`src/rtl/uart_byte_receiver_pkg.sv`:
```
// Shared UART definitions: receiver FSM encoding, frame geometry and default bit timing.
// Kept in a package so the transmitter can reuse the same constants.
package uart_byte_receiver_pkg;

    localparam int DATA_BITS            = 8;
    localparam int DEFAULT_CLKS_PER_BIT = 104;

    typedef enum logic [2:0] {
        ST_IDLE      = 3'd0,
        ST_START     = 3'd1,
        ST_DATA      = 3'd2,
        ST_STOP      = 3'd3,
        ST_WAIT_IDLE = 3'd4
    } rx_state_t;

endpackage

```
`src/rtl/uart_rx_sync.sv`:
```
// Two-flop synchronizer for the asynchronous rx line, plus falling-edge detect.
// All flops reset to 1 so that reset never looks like a start bit.
module uart_rx_sync (
    input  logic clk,
    input  logic reset,
    input  logic async_in,
    output logic sync_out,
    output logic fall
);

    logic meta_r;
    logic sync_r;
    logic prev_r;

    // Synchronizer chain and one-cycle history for edge detection
    always_ff @(posedge clk) begin
        if (reset) begin
            meta_r <= 1'b1;
            sync_r <= 1'b1;
            prev_r <= 1'b1;
        end else begin
            meta_r <= async_in;
            sync_r <= meta_r;
            prev_r <= sync_r;
        end
    end

    assign sync_out = sync_r;
    assign fall     = prev_r & ~sync_r;

endmodule

```
`src/rtl/uart_byte_receiver.sv`:
```
// 8N1 LSB-first UART receiver with mid-bit sampling, framing-error and overrun
// reporting, delivering bytes on a valid/ready interface.
module uart_byte_receiver
    import uart_byte_receiver_pkg::*;
#(
    parameter int CLKS_PER_BIT  = DEFAULT_CLKS_PER_BIT,
    parameter int COUNTER_WIDTH = 16
) (
    input  logic       clk,
    input  logic       reset,
    input  logic       uart_rx,
    output logic [7:0] out_data,
    output logic       out_valid,
    input  logic       out_ready,
    output logic       frame_error,
    output logic       overrun,
    output logic       busy
);

    localparam logic [COUNTER_WIDTH-1:0] FULL_TC = COUNTER_WIDTH'(CLKS_PER_BIT - 1);
    localparam logic [COUNTER_WIDTH-1:0] HALF_TC = COUNTER_WIDTH'((CLKS_PER_BIT / 2) - 1);

    rx_state_t              state_r;
    rx_state_t              state_next_s;
    logic [COUNTER_WIDTH-1:0] cnt_r;
    logic [2:0]             bit_idx_r;
    logic [DATA_BITS-1:0]   shift_r;
    logic [7:0]             out_data_r;
    logic                   out_valid_r;
    logic                   frame_error_r;
    logic                   overrun_r;
    logic                   busy_r;

    logic rx_s;
    logic fall_s;
    logic tick_s;
    logic cnt_run_s;
    logic shift_en_s;
    logic byte_done_s;
    logic frame_bad_s;

    uart_rx_sync u_sync (
        .clk      (clk),
        .reset    (reset),
        .async_in (uart_rx),
        .sync_out (rx_s),
        .fall     (fall_s)
    );

    // Sample strobe: half a bit to reach the start-bit centre, full bits afterwards
    always_comb begin
        tick_s = 1'b0;
        case (state_r)
            ST_START:         tick_s = (cnt_r == HALF_TC);
            ST_DATA, ST_STOP: tick_s = (cnt_r == FULL_TC);
            default:          tick_s = 1'b0;
        endcase
    end

    // FSM state register
    always_ff @(posedge clk) begin
        if (reset) begin
            state_r <= ST_IDLE;
        end else begin
            state_r <= state_next_s;
        end
    end

    // FSM next-state logic
    always_comb begin
        state_next_s = state_r;
        case (state_r)
            ST_IDLE: begin
                if (fall_s) begin
                    state_next_s = ST_START;
                end else begin
                    state_next_s = ST_IDLE;
                end
            end
            ST_START: begin
                if (tick_s) begin
                    state_next_s = rx_s ? ST_IDLE : ST_DATA;
                end else begin
                    state_next_s = ST_START;
                end
            end
            ST_DATA: begin
                if (tick_s && (bit_idx_r == 3'd7)) begin
                    state_next_s = ST_STOP;
                end else begin
                    state_next_s = ST_DATA;
                end
            end
            ST_STOP: begin
                if (tick_s) begin
                    state_next_s = rx_s ? ST_IDLE : ST_WAIT_IDLE;
                end else begin
                    state_next_s = ST_STOP;
                end
            end
            ST_WAIT_IDLE: begin
                if (rx_s) begin
                    state_next_s = ST_IDLE;
                end else begin
                    state_next_s = ST_WAIT_IDLE;
                end
            end
            default: state_next_s = ST_IDLE;
        endcase
    end

    // FSM decoded controls for the datapath
    always_comb begin
        cnt_run_s   = 1'b0;
        shift_en_s  = 1'b0;
        byte_done_s = 1'b0;
        frame_bad_s = 1'b0;
        case (state_r)
            ST_START: cnt_run_s = 1'b1;
            ST_DATA: begin
                cnt_run_s  = 1'b1;
                shift_en_s = tick_s;
            end
            ST_STOP: begin
                cnt_run_s   = 1'b1;
                byte_done_s = tick_s & rx_s;
                frame_bad_s = tick_s & ~rx_s;
            end
            default: cnt_run_s = 1'b0;
        endcase
    end

    // Bit-period counter, cleared outside active states and at each strobe
    always_ff @(posedge clk) begin
        if (reset) begin
            cnt_r <= '0;
        end else if (!cnt_run_s || tick_s) begin
            cnt_r <= '0;
        end else begin
            cnt_r <= cnt_r + COUNTER_WIDTH'(1);
        end
    end

    // Data bit index and LSB-first shift register
    always_ff @(posedge clk) begin
        if (reset) begin
            bit_idx_r <= 3'd0;
            shift_r   <= '0;
        end else if (state_r != ST_DATA) begin
            bit_idx_r <= 3'd0;
            shift_r   <= shift_r;
        end else if (shift_en_s) begin
            bit_idx_r <= bit_idx_r + 3'd1;
            shift_r   <= {rx_s, shift_r[DATA_BITS-1:1]};
        end else begin
            bit_idx_r <= bit_idx_r;
            shift_r   <= shift_r;
        end
    end

    // Output holding register, handshake and status pulses
    always_ff @(posedge clk) begin
        if (reset) begin
            out_data_r    <= 8'h00;
            out_valid_r   <= 1'b0;
            frame_error_r <= 1'b0;
            overrun_r     <= 1'b0;
            busy_r        <= 1'b0;
        end else begin
            frame_error_r <= frame_bad_s;
            overrun_r     <= byte_done_s & out_valid_r & ~out_ready;
            busy_r        <= (state_next_s != ST_IDLE);
            if (byte_done_s) begin
                // A byte completing while the held one is still unread is dropped
                if (!out_valid_r || out_ready) begin
                    out_data_r  <= shift_r;
                    out_valid_r <= 1'b1;
                end else begin
                    out_data_r  <= out_data_r;
                    out_valid_r <= out_valid_r;
                end
            end else if (out_valid_r && out_ready) begin
                out_data_r  <= out_data_r;
                out_valid_r <= 1'b0;
            end else begin
                out_data_r  <= out_data_r;
                out_valid_r <= out_valid_r;
            end
        end
    end

    assign out_data    = out_data_r;
    assign out_valid   = out_valid_r;
    assign frame_error = frame_error_r;
    assign overrun     = overrun_r;
    assign busy        = busy_r;

endmodule
```
`config.mk`:
```
export PLATFORM = sky130hd
export DESIGN_NAME = uart_byte_receiver
export DESIGN_NICKNAME = d
export VERILOG_FILES = /design/src/rtl/uart_byte_receiver_pkg.sv /design/src/rtl/uart_rx_sync.sv /design/src/rtl/uart_byte_receiver.sv
export SDC_FILE = /design/constraint.sdc
export NUM_CORES = 1
export LEC_CHECK = 0
export BUFFER_PORTS_ARGS = -buffer_cell sky130_fd_sc_hd__buf_2
export CAP_MARGIN = 20
export CORE_AREA = 3 3 69 71
export CTS_BUF_LIST = sky130_fd_sc_hd__clkbuf_4 sky130_fd_sc_hd__clkbuf_8
export DETAILED_ROUTE_END_ITERATION = 16
export DIE_AREA = 0 0 72 74
export GPL_ROUTABILITY_DRIVEN = 0
export PLACE_DENSITY = 0.66
export REMOVE_ABC_BUFFERS = 1
export SETUP_SLACK_MARGIN = 0.02
export SYNTH_ARGS = -nofsm -noshare
export SYNTH_HDL_FRONTEND = slang
export SYNTH_SLANG_ARGS = --single-unit
```
`constraint.sdc`:
```
create_clock -name clk -period 3.8 [get_ports clk]
set_input_delay 0 -clock clk [delete_from_list [all_inputs] [get_ports clk]]
set_output_delay 0 -clock clk [all_outputs]
set_load 0.02 [all_outputs]
```
After elaboration in Yosys (flattened, before gate mapping):

Cells that the tools add are included.

* bits in registers: 45
* latch bits: 0
* bits in writable memories: 0
* bits in read-only memories: 0
* logic and storage cells: 63
* memories: 0

* $add $sub $neg: 2
* multipliers: 0
* div/mod/pow operators: 0
* magnitude comparators: 0
* equal/unequal tests: 9
* shift operators: 0
* mux-type cells: 14
* bitwise operators: 9
* reductions and logical operators: 17

Operators by type and width (count)
* adder 16 x 1 -> 16 bit (second input constant): 1
* equality test 16 x 6 -> 1 bit (second input constant): 1
* equality test 16 x 7 -> 1 bit (second input constant): 1
* case mux 3 bit (5 select lines): 1
* two-way mux 1 bit: 8
* OR reduction 2 bit: 4
* equality test 3 x 2 -> 1 bit (second input constant): 2
* equality test 3 bit (second input constant): 2
* two-way mux 3 bit: 2
* AND reduction 2 bit: 3
* bitwise AND 1 bit: 5
* two-way mux 2 bit: 2
* NOT 1 bit: 4
* adder 3 x 1 -> 3 bit (second input constant): 1
* equality test 3 x 1 -> 1 bit (second input constant): 1
* zero test 3 bit: 1
* inequality test 3 x 2 -> 1 bit (second input constant): 1
* nonzero test 3 bit: 1
* OR reduction 3 bit: 1
* logical AND 1 bit: 2
* zero test 1 bit: 2
* logical OR 1 bit: 2
* inequality test 2 x 1 -> 1 bit (second input constant): 1
* case mux 1 bit (2 select lines): 1
* nonzero test 2 bit: 1

Longest topological paths before layout:

* depth after elaboration: 7
* gate-level depth with buffers: 6
* depth with buffers taken out: 5

By module:

Synthesis repeated with hierarchy kept, for this count alone.

* cell total of the unflattened synthesis: 189
* area total of the unflattened synthesis: 1855.5 um^2

Modules (own cells, without submodules)
* uart_byte_receiver: times used 1, cells an instance 182, area each 1770.4 um^2, seq. area each 840.8 um^2
* uart_rx_sync: times used 1, cells an instance 7, area each 85.1 um^2, seq. area each 60.1 um^2

Worst setup path after synthesis:

OpenSTA, ideal clock, no wires.

* kind: reg2reg
* from: register cnt_r[0]
* to: register cnt_r[9]
* library setup time: 115 ps
* arrival: 1447 ps
* required time: 3685 ps
* setup slack: 2239 ps
* stages on the path, launching flop included: 7
* period minus slack after synthesis: 1561 ps
* cell sequence: dfxtp_1 ha_1 and4bb_2 nand3_2 o221ai_4 buf_6 nor2_1

* longest elaborated chain between the ends: 4
* elaborated cells on any way between the ends: 6

Ends and longest elaborated chain
* from (decl): RTL line uart_byte_receiver.sv:25 `logic [COUNTER_WIDTH-1:0] cnt_r;`
* from (signal assigned): RTL line uart_byte_receiver.sv:140 `cnt_r <= cnt_r + COUNTER_WIDTH'(1);`
* parallel branches: the longest is 4 deep, another holds adder 16 x 1 -> 16 bit

Parallel ways; which one is timed is not known.
A chain may end at the register's enable or synchronous reset.

Final worst setup path:

* from: register cnt_r[0]
* to: register cnt_r[12]

The elaborated chain is that of the path after synthesis.

==> metrics <==
run status=complete, no violations; die height=74 µm; mux contribution to synthesized area=1.648%; most frequent standard cell in the layout excluding fill and tap cells=sky130_fd_sc_hd__dfxtp_1; area of the mapped netlist=2049 µm²; simple-gate share of the synthesized area=28.27%; post-cts gate resize count=0; final routed wire length divided by cell count=13.53 µm; fraction of the yosys area taken by sequential cells=43.96%; final setup TNS=0 ns; mean area per synthesized cell=9.149 µm²; number of warnings issued by yosys=0; Buffers on Ports=15; capture point of the worst path=cnt_r[12]$_SDFF_PP0_; NumNets Final=241; first-pass GRT wire length=6782 µm; adder-cell area share of the yosys netlist=1.832%; type of element capturing the critical path=flip-flop; Bufs on Longest Clock Path=2; CP startpoint=cnt_r[0]$_SDFF_PP0_; total vias in the final route=1614; number of pins with negative max-slew slack in the final report=0; width of the die=72 µm; Final Hold Vio Count=0; endpoint of the worst-slack reg-to-reg timing path=cnt_r[12]$_SDFF_PP0_; CTS Root Buffer Type=sky130_fd_sc_hd__clkbuf_8; required time at the endpoint of the critical path=3.98 ns; fraction of synthesized cell area in xor and xnor cells=5.556%; area inside the core boundary=4294 µm²; CTS tree=built; drt first pass iters=4; number of CTS-inserted buffers=5; initial detailed-routing violation count=105; type of the worst min-delay path=input pin to flip-flop; Gate Count Post-Synth=224; dominant combinational cell family by area after synthesis=simple AND/OR/NAND/NOR gates; leading post-synthesis cells by cell area=sky130_fd_sc_hd__dfxtp_1, sky130_fd_sc_hd__a21oi_1, sky130_fd_sc_hd__o21ai_0; H-tree lvl count=2; total of flip-flops plus latches after synthesis=45; standard-cell rows=24; cell type contributing the most total cell area after synthesis=sky130_fd_sc_hd__dfxtp_1; Synth async-reset ratio=0%; reported max-cap violation count=0; Post-Place Setup Slack=1.837 ns; endpoints failing setup=0; largest fanout on the critical path=16; average via count per standard cell=5.624; initial core utilization=47.73%; largest net degree at the start of global routing=24; floorplan die area=5328 µm²; final worst-path cycle share=51.08%; Clock Sink Count=45; ant diodes=0; PnR Total Power=812.6 µW; flip-flop cell with the highest count after synthesis=sky130_fd_sc_hd__dfxtp_1; number of buffers inserted by post-CTS setup repair=0; most frequent cells in the layout=sky130_fd_sc_hd__dfxtp_1, sky130_fd_sc_hd__a21oi_1, sky130_fd_sc_hd__o21ai_0, sky130_fd_sc_hd__nor2_1; Slew @ Worst Pin=0.5744 ns; insertion delay of the later-clocked pin in the worst-skew pair=0.30 ns; pwr dens=364.9 nW/µm²; half-perimeter wire length after placement=2643 µm; final wirelength=3883 µm; synthesized-area fraction occupied by ao, oa, aoi and oai cells=14.41%; register-to-register path setup slack=1.86 ns; setup slack of the critical path after layout=1.859 ns; critical path arrival=2.12 ns; top cell type's share of synthesized area=43.96%; number of antenna violations at the first check in global routing=0; largest vdd supply drop=0.2702 mV; fmax=515.2 MHz; I/O pin total=16; Post-DRT Antenna Nets=0; fraction of final layout cells sized beyond drive strength 1=16.60%; depth of the most critical reg-to-reg path=5; startpoint of the most critical register-to-register path=cnt_r[0]$_SDFF_PP0_; DRC violations left=0; total global routing track utilization=16.12%; synth-to-layout area growth=8.669%; setup skew after layout=0.01039 ns; post-layout minimum cycle time=1.941 ns; RSZ-0062 raised after global routing=no; Post-CTS Hold Buffers=1; Slew Limit Headroom=61.54%; type of the worst setup path=flip-flop to flip-flop; EDFF count, synth=0; via count of the first global-routing pass=1429; post-synth cell types=46; clock slew seen by the registers of the worst setup and hold paths=0.08 ns; total overflow reported by the global router=0; critical path launch point type=flip-flop; leakage power of the design=0.7385 nW; final core occ=51.86%
## per-stage QoR
stage	cell area (µm²)	std cells	hold slack (ns)
2_1_floorplan	1976	211	0.06907
3_3_place_gp	2116	278	0.1887
3_5_place_dp	2116	278	0.2036
4_1_cts	2227	287	0.01009
5_1_grt	2227	287	0.04559
6_report	2227	287	0.02006
## sequential cells by signal (all words and copies together), names as in the netlist, 3 cells and up
| register | cells |
|---|---|
| cnt_r | 16 |
| out_data | 8 |
| shift_r | 8 |
| bit_idx_r | 3 |
| state_r | 3 |
## cells by family after synthesis
group,after synthesis
AO/OA/AOI/OAI,50
XOR/XNOR,13
adder cells (fa/ha/maj),3
buffers and inverters,17
flip-flops,45
multiplexers,2
AND/OR/NAND/NOR,94
## worst min-delay path by stage
stage / start / to / slack, ns / cells past startpoint
global placement: uart_rx / u_sync.meta_r$_SDFF_PP1_ / 0.19 / 2
finish: out_ready / overrun$_SDFF_PP0_ / 0.02 / 3
CTS: out_ready / overrun$_SDFF_PP0_ / 0.01 / 3
floorplan: reset / out_data[0]$_SDFFE_PP0P_ / 0.07 / 1
detailed placement: uart_rx / u_sync.meta_r$_SDFF_PP1_ / 0.20 / 2
global route: out_ready / overrun$_SDFF_PP0_ / 0.05 / 3
## Yosys cell counts (2+ instances only)
cell type	n
sky130_fd_sc_hd__dfxtp_1	45
sky130_fd_sc_hd__a21oi_1	21
sky130_fd_sc_hd__o21ai_0	20
sky130_fd_sc_hd__nor2_1	19
sky130_fd_sc_hd__nand3_1	15
sky130_fd_sc_hd__nand4_1	15
sky130_fd_sc_hd__xnor2_1	9
sky130_fd_sc_hd__nand2_1	7
sky130_fd_sc_hd__nor4_1	6
sky130_fd_sc_hd__buf_2	5
sky130_fd_sc_hd__clkbuf_1	5
sky130_fd_sc_hd__nor3_1	5
sky130_fd_sc_hd__inv_1	4
sky130_fd_sc_hd__xor2_1	4
sky130_fd_sc_hd__ha_1	3
sky130_fd_sc_hd__nor4b_1	3
sky130_fd_sc_hd__or2_2	3
sky130_fd_sc_hd__buf_6	2
sky130_fd_sc_hd__nor3b_1	2
sky130_fd_sc_hd__nor3b_2	2
sky130_fd_sc_hd__nor4_4	2
sky130_fd_sc_hd__o21a_1	2
sky130_fd_sc_hd__or3_1	2
## layer usage
metal	wire, µm	global-route usage (%)	up-vias
met1	1908	22.06	740
met2	1789	24.29	24
met5	0	0	-
met4	54	5.010	0
li1	-	-	845
met3	131	5.270	5
## worst max-delay path, stage by stage, from the launching register on
cell,delay [ns]
sky130_fd_sc_hd__dfxtp_1,0.37
sky130_fd_sc_hd__ha_1,0.28
sky130_fd_sc_hd__and4bb_2,0.32
sky130_fd_sc_hd__nand3_2,0.24
sky130_fd_sc_hd__o221ai_4,0.49
sky130_fd_sc_hd__nor2_1,0.10
## area by class of cell
| cell class | count | area [µm²] |
|---|---|---|
| Clock buffer | 7 | 96.34 |
| Clock inverter | 1 | 5.005 |
| Fill cell | 407 | 2067 |
| Inverter | 4 | 15.01 |
| Multi-Input combinational cell | 162 | 1060 |
| Sequential cell | 45 | 900.9 |
| Tap cell | 52 | 65.06 |
| Timing Repair Buffer | 16 | 85.08 |
## power breakdown
part	switching [mW]	internal, mW	leakage (nW)	total (mW)
combinational	0.00894	0.00575	0.321	0.0147
clock	0.157	0.164	0.0542	0.321
sequential	0.00332	0.474	0.363	0.477
No activity file was read; power rests on OpenSTA's default activity.
